### config.mk
export PLATFORM = sky130hd
export DESIGN_NAME = instruction_fetch_stage
export DESIGN_NICKNAME = d
export VERILOG_FILES = /design/src/rtl/instruction_fetch_stage.sv
export SDC_FILE = /design/constraint.sdc
export NUM_CORES = 2
export LEC_CHECK = 0
export CAP_MARGIN = 20
export CORE_UTILIZATION = 35
export CTS_BUF_LIST = sky130_fd_sc_hd__clkbuf_8
export DETAILED_ROUTE_END_ITERATION = 8
export DONT_BUFFER_PORTS = 1
export PLACE_DENSITY_LB_ADDON = 0.3
export SLEW_MARGIN = 20
export SYNTH_ARGS = -nofsm -noshare
export SYNTH_HDL_FRONTEND = slang
export SYNTH_SLANG_ARGS = --single-unit
### constraint.sdc
create_clock -name clk -period 3.8 [get_ports clk]
set_input_delay 0.38 -clock clk [delete_from_list [all_inputs] [get_ports clk]]
set_output_delay 0.38 -clock clk [all_outputs]
set_load 0.05 [all_outputs]
### src/rtl/instruction_fetch_stage.sv
// Instruction fetch stage: reads the 64-word instruction memory at the PC's
// address, registers the word and hands it to the control unit over a
// valid/ready handshake. A one-cycle inc pulse returns to the PC on acceptance.
// Optional feature macro: IFU_PARITY_EN (per-word even parity with a sticky error).
//
// Handshake: instr_out is valid while instr_valid=1 and is held stable until the
// cycle where instr_valid && instr_ready, which is the single transfer cycle;
// inc is asserted combinationally in exactly that cycle.
module instruction_fetch_stage #(
    parameter int DATA_WIDTH = 32,
    parameter int ADDR_WIDTH = 6
) (
    input  logic                  clk,
    input  logic                  rst,
    input  logic                  en,
    input  logic                  complete,
    input  logic [ADDR_WIDTH-1:0] instruction_address,
    input  logic                  load_en,
    input  logic [ADDR_WIDTH-1:0] load_addr,
    input  logic [DATA_WIDTH-1:0] load_data,
    input  logic                  load_par_inv,
    input  logic                  instr_ready,
    output logic [DATA_WIDTH-1:0] instr_out,
    output logic                  instr_valid,
    output logic                  inc,
    output logic                  halted,
    output logic                  parity_err
);

    localparam int DEPTH = 1 << ADDR_WIDTH;

    typedef enum logic [1:0] {
        IDLE  = 2'd0,
        READ  = 2'd1,
        VALID = 2'd2,
        HALT  = 2'd3
    } state_t;

    state_t                  state_q, state_d;
    logic [ADDR_WIDTH-1:0]   addr_q, addr_d;
    logic [DATA_WIDTH-1:0]   instr_q, instr_d;
    logic                    halt_pend_q, halt_pend_d;
    logic                    parity_err_q, parity_err_d;

    logic [DATA_WIDTH-1:0]   mem [0:DEPTH-1];
    logic                    collide;
    logic [DATA_WIDTH-1:0]   rd_data;
    logic                    rd_par_bad;

    // Write-first read: a same-cycle write to the fetched address bypasses the array.
    assign collide = load_en && (load_addr == addr_q);
    assign rd_data = collide ? load_data : mem[addr_q];

    // Instruction memory write port, active in every state; contents survive reset.
    always_ff @(posedge clk) begin
        if (load_en) begin
            mem[load_addr] <= load_data;
        end
    end

`ifdef IFU_PARITY_EN
    logic par_mem [0:DEPTH-1];
    logic rd_par;

    // Parity array written alongside the data; load_par_inv plants a bad bit.
    always_ff @(posedge clk) begin
        if (load_en) begin
            par_mem[load_addr] <= (^load_data) ^ load_par_inv;
        end
    end

    // Stored parity follows the same write-first bypass as the data word.
    always_comb begin
        rd_par     = collide ? ((^load_data) ^ load_par_inv) : par_mem[addr_q];
        rd_par_bad = (^rd_data) ^ rd_par;
    end
`else
    logic unused_par_inv;
    assign unused_par_inv = load_par_inv;
    assign rd_par_bad     = 1'b0;
`endif

    // State and datapath registers; synchronous reset abandons any fetch in flight.
    always_ff @(posedge clk) begin
        if (rst) begin
            state_q      <= IDLE;
            addr_q       <= '0;
            instr_q      <= '0;
            halt_pend_q  <= 1'b0;
            parity_err_q <= 1'b0;
        end else begin
            state_q      <= state_d;
            addr_q       <= addr_d;
            instr_q      <= instr_d;
            halt_pend_q  <= halt_pend_d;
            parity_err_q <= parity_err_d;
        end
    end

    // Next-state logic and handshake outputs.
    always_comb begin
        state_d      = state_q;
        addr_d       = addr_q;
        instr_d      = instr_q;
        halt_pend_d  = halt_pend_q;
        parity_err_d = parity_err_q;
        instr_valid  = 1'b0;
        inc          = 1'b0;
        halted       = 1'b0;
        case (state_q)
            IDLE: begin
                if (complete) begin
                    state_d = HALT;
                end else if (en) begin
                    addr_d  = instruction_address;
                    state_d = READ;
                end
            end
            READ: begin
                // A complete seen here must still let this instruction through.
                halt_pend_d = complete;
                if (rd_par_bad) begin
                    parity_err_d = 1'b1;
                    state_d      = HALT;
                end else begin
                    instr_d = rd_data;
                    state_d = VALID;
                end
            end
            VALID: begin
                instr_valid = 1'b1;
                if (instr_ready) begin
                    inc     = 1'b1;
                    state_d = (complete || halt_pend_q) ? HALT : IDLE;
                end
            end
            HALT: begin
                halted = 1'b1;
            end
            default: begin
                state_d = IDLE;
            end
        endcase
    end

    assign instr_out  = instr_q;
    assign parity_err = parity_err_q;

endmodule

Word-level counts from Yosys, hierarchy flattened
Memory sizes are Yosys's and may differ from the RTL's. A register that Yosys moved wholly into a read port is not among the register bits. Cells that the tools add are included.

Bits in writable memories: 2048. Memories kept: 1. Output and inout port bits: 36. Input bits: 51. Logic and storage cells: 26. Bits in registers: 9.

Memory list: mem (words 64, width 32, rd ports 1, clocked after memory_dff 1, write ports 1, line 45) `logic [DATA_WIDTH-1:0] mem [0:DEPTH-1];`.

Reduce and logical (&&, ||, !) cells: 5. Eq/ne operators: 5. Bitwise gates (word level): 1. Mux-type cells: 11.

Operators by type and width (count): two-way mux 2 bit (4); two-way mux 1 bit (6); case mux 2 bit (3 select lines) (1); AND reduction 3 bit (2); == test 2 bit (second input constant) (2); != test 3 bit (second input constant) (1); nonzero test 3 bit (1); == test 2 x 1 -> 1 bit (second input constant) (1); zero test 2 bit (1); != test 2 bit (second input constant) (1); logical OR 1 bit (1); inverter 1 bit (1).

Logic depth before layout (Yosys ltp)
Word-level depth: 4. Depth in mapped cells: 12. Gate-level depth less buffers: 7.

Least setup slack after synthesis
No wires, ideal clock.

Path kind: input -> register. Start: input port load_addr[5]. End: memory mem[39][0], enable pin. Stages on the path: 4. Buffers on the path: 2. Slack: 0.757 ns. Library setup time: 0.421 ns. Arrival: 2.622 ns. Data required time: 3.379 ns. Cells stage by stage: clkbuf_1 > or3b_2 > clkbuf_1 > nor2_1.

RTL lines: from (decl) (line 19) `input logic [ADDR_WIDTH-1:0] load_addr,`; to (decl) (line 45).

No word-level cell before the write port.

==> reports/metrics.csv <==
metric,value,unit
syn2layout_area_growth,15.7,%
die_w,482,um
coreArea,0.230,mm2
syn-instance-count,3940,
cts_buffer_depth,4,
final.setup.tns,0,ns
crit_top_cell,buf_12,
crit_fanout,28,
dr_total_vias,41300,
clk_pin_slew,0.06,ns
grt_pass1_wl,315000,um
endpoint_kind,register,
crit_path_start,addr_q[0]$_SDFFE_PP0P_,
cts_buffers,355,
track_usage,19.1,%
cp_slowest_cell,dfxtp_4,
max_cap_viol_count,0,
p_sw,12.3,mW
vdd_drop_max,338,uV
synth.distinct_cells,55,
port_buffers,0,
final_hold_viol_count,0,
chipHeight,482,um
root_buffer,clkbuf_8,
min_from,load_addr[3],
synth_edf_count,2048,
gp_congestion,0.795,
p_int,36.6,mW
finalSetupViolCount,0,
slew_headroom,29.0,%
nNetsFinal,4429,
drt-pass1-iter-count,5,
die-area,0.233,mm2
syn-cell-area,0.0808,mm2
start_util,35.2,%
critical-path-top-delay-family,buffers and inverters,
max_freq,275,MHz
clk_latency,1.03,ns
worstSetupPathType,register to register,
required,4.72,ns
status,"complete, no violations",
synth-async-reset-ratio,0,%
antenna_found_initial,15,
hold_slack,0.0979,ns
synth_warnings,0,
combPwrFrac,9.9,%
ant_nets,0,
clkSinkCount,2089,
worstPathArrival,4.56,ns
rsz0062_at_grt,false,
wl_per_cell,29.3,um
grt_max_degree,87,
dp_hpwl,129000,um
finClkSkew,0.0649,ns
grt_util_met1,25.3,%
grt-ovfl-total,0,
crit_path_start_kind,register,
drive_gt1_share,24.1,%
p_leak,28.5,nW
top_usage_layer,met2,
critical_path_buf_inv_count,4,
met2_usage,31.5,%
period_needed,3.64,ns
power.density,523,mW/mm2
cts_tree,done,
seq_power_share,53.5,%
post-route-drc-count,0,
h-tree-depth,5,
cp_cell_sequence,buf_12 > buf_12 > buf_12 > mux4_2 > a22oi_1 > nand3_1 > nor4_1 > a2111oi_0 > dlygate4sd3_1,
grt_pass1_vias,42500,
slowest_delay,0.60,ns
syn_avg_cell_area,20.5,um2
clock_power_share,36.6,%
drv_slew,0,
drt_first_iter_violations,4461,
routed_wl,224000,um
synth_ff_type,edfxtp_1,
ys_ff_latch,2089,
io_pins,87,
sw_frac_of_total,25.2,%
r2r-start,addr_q[0]$_SDFFE_PP0P_,
rows,176,
syn_nets,3996,
routed_via_density,5.41,
nFillCells,20300,
met3_usage,3.84,%
tightestPinTransition,1.07,ns
period_share,95.8,%
r2r_slack,0.16,ns
ys_seq_area_share,77.1,%
hold_class,primary input to register,
## worst paths after layout
path                            depth (start not counted)                        end
worst max-delay path                                    9  instr_out[2]$_SDFFE_PP0P_
worst min-delay path                                    2       mem[35][3]$_DFFE_PP_
worst max register to register                          9  instr_out[2]$_SDFFE_PP0P_
worst min register to register                          2   halt_pend_q$_SDFFE_PP0P_
## routing by layer
layer | share of wire (%) | wire length [um]
met5 | 0.020 | 44
met4 | 2.7 | 6050
met3 | 7.3 | 16300
met2 | 49 | 109000
met1 | 41 | 91900
## registers in the layout, indices dropped and copies added (netlist names)
register,flops
halt_pend_q,1
instr_out,32
addr_q,6
mem,2048
state_q,2
## power by group through the flow
stage / sequential (mW) / clock, mW / combinational (mW)
2_1_floorplan: 26.4 / 0 / 2.90
3_5_place_dp: 26.7 / 0 / 4.28
5_1_grt: 26.2 / 19.3 / 5.11
3_3_place_gp: 26.7 / 0 / 4.24
6_report: 26.2 / 17.9 / 4.82
4_1_cts: 26.2 / 18.3 / 4.85
## synthesized netlist by cell type (9+ instances only)
cell type / instances / share of area, %
nand2b_1: 16 / 0.12
a21oi_1: 56 / 0.35
o21ai_0: 33 / 0.20
mux4_1: 14 / 0.46
edfxtp_1: 2048 / 76
nor3_1: 33 / 0.20
buf_2: 76 / 0.47
nor4_1: 11 / 0.085
a2111oi_2: 10 / 0.19
o221ai_1: 27 / 0.29
buf_1: 9 / 0.042
clkbuf_1: 84 / 0.39
a2111oi_1: 9 / 0.11
a22oi_1: 178 / 1.7
buf_4: 28 / 0.26
o31ai_1: 10 / 0.093
nor2b_1: 25 / 0.19
a2111oi_0: 11 / 0.12
mux4_2: 331 / 9.2
o22ai_1: 54 / 0.42
nor2_1: 140 / 0.65
nand2_1: 84 / 0.39
a211oi_1: 44 / 0.41
dfxtp_1: 41 / 1.0
buf_6: 25 / 0.35
nand3_1: 71 / 0.44
nand4_1: 16 / 0.12
mux2i_1: 377 / 4.7
## final cells by class
cell class	instances	area (um2)	share of cell area, %
Clock inverter	229	1040	1.11
Tap cell	3026	3790	4.05
Inverter	4	15.0	0.0161
Antenna cell	4	10.0	0.0107
Clock buffer	369	5080	5.43
Multi-Input combinational cell	1614	17600	18.9
Timing Repair Buffer	309	3570	3.82
Sequential cell	2089	62300	66.7
## cell families (layout without fill, tap and decap cells)
kind of cell	count (synthesis)	in the layout	share of synthesized area, %
adders and majority gates	5	5	0.0774
muxes	726	726	14.4
buffers and inverters	237	911	1.77
AOI/OAI and AO/OA	451	451	4.02
and+or+nand+nor	425	425	2.52
xor gates and xnor gates	6	6	0.0650
DFF	2089	2089	77.1
other	1	5	0.00464
## through the flow
| step | utilization (%) | setup WS, ns | area, um2 | power (mW) | cells |
|---|---|---|---|---|---|
| floorplan | - | 0.757 | 80800 | 29.3 | 3940 |
| global placement | 37.4 | 0.602 | 85800 | 30.9 | 6951 |
| detailed placement | 37.4 | 0.601 | 85800 | 31.0 | 6951 |
| CTS | 40.7 | 0.0651 | 93400 | 49.4 | 7639 |
| global route | 40.7 | 0.00117 | 93500 | 50.6 | 7642 |
| finish | 40.7 | 0.161 | 93500 | 48.9 | 7644 |
## placed cells by master (no fill, tap or decap), drive strengths merged, types with 5 or more instances in the layout
cell and count:
edfxtp 2048, mux2i 377, clkbuf 369, mux4 345, buf 252, a22oi 178
nor2 140, clkinv 112, inv 111, nand2 84, nand3 71, dlygate4sd3 57
a21oi 56, o22ai 54, a211oi 44, dfxtp 41, o21ai 35, nor3 35
a2111oi 30, o221ai 27, nor2b 25, nand4 16, nand2b 16, nor4 12
o31ai 10, nand3b 8, o21a 8, clkinvlp 6, xnor2 5, ha 5
## what timing repair did
item / in CTS / in global routing
hold endpoints to repair: 2157 / 0
setup endpoints to repair: 0 / 1
hold buffers: 90 / 0
buffers inserted: 0 / 1
gates resized for setup: 0 / 0
Power figures use the tool's default switching activity.
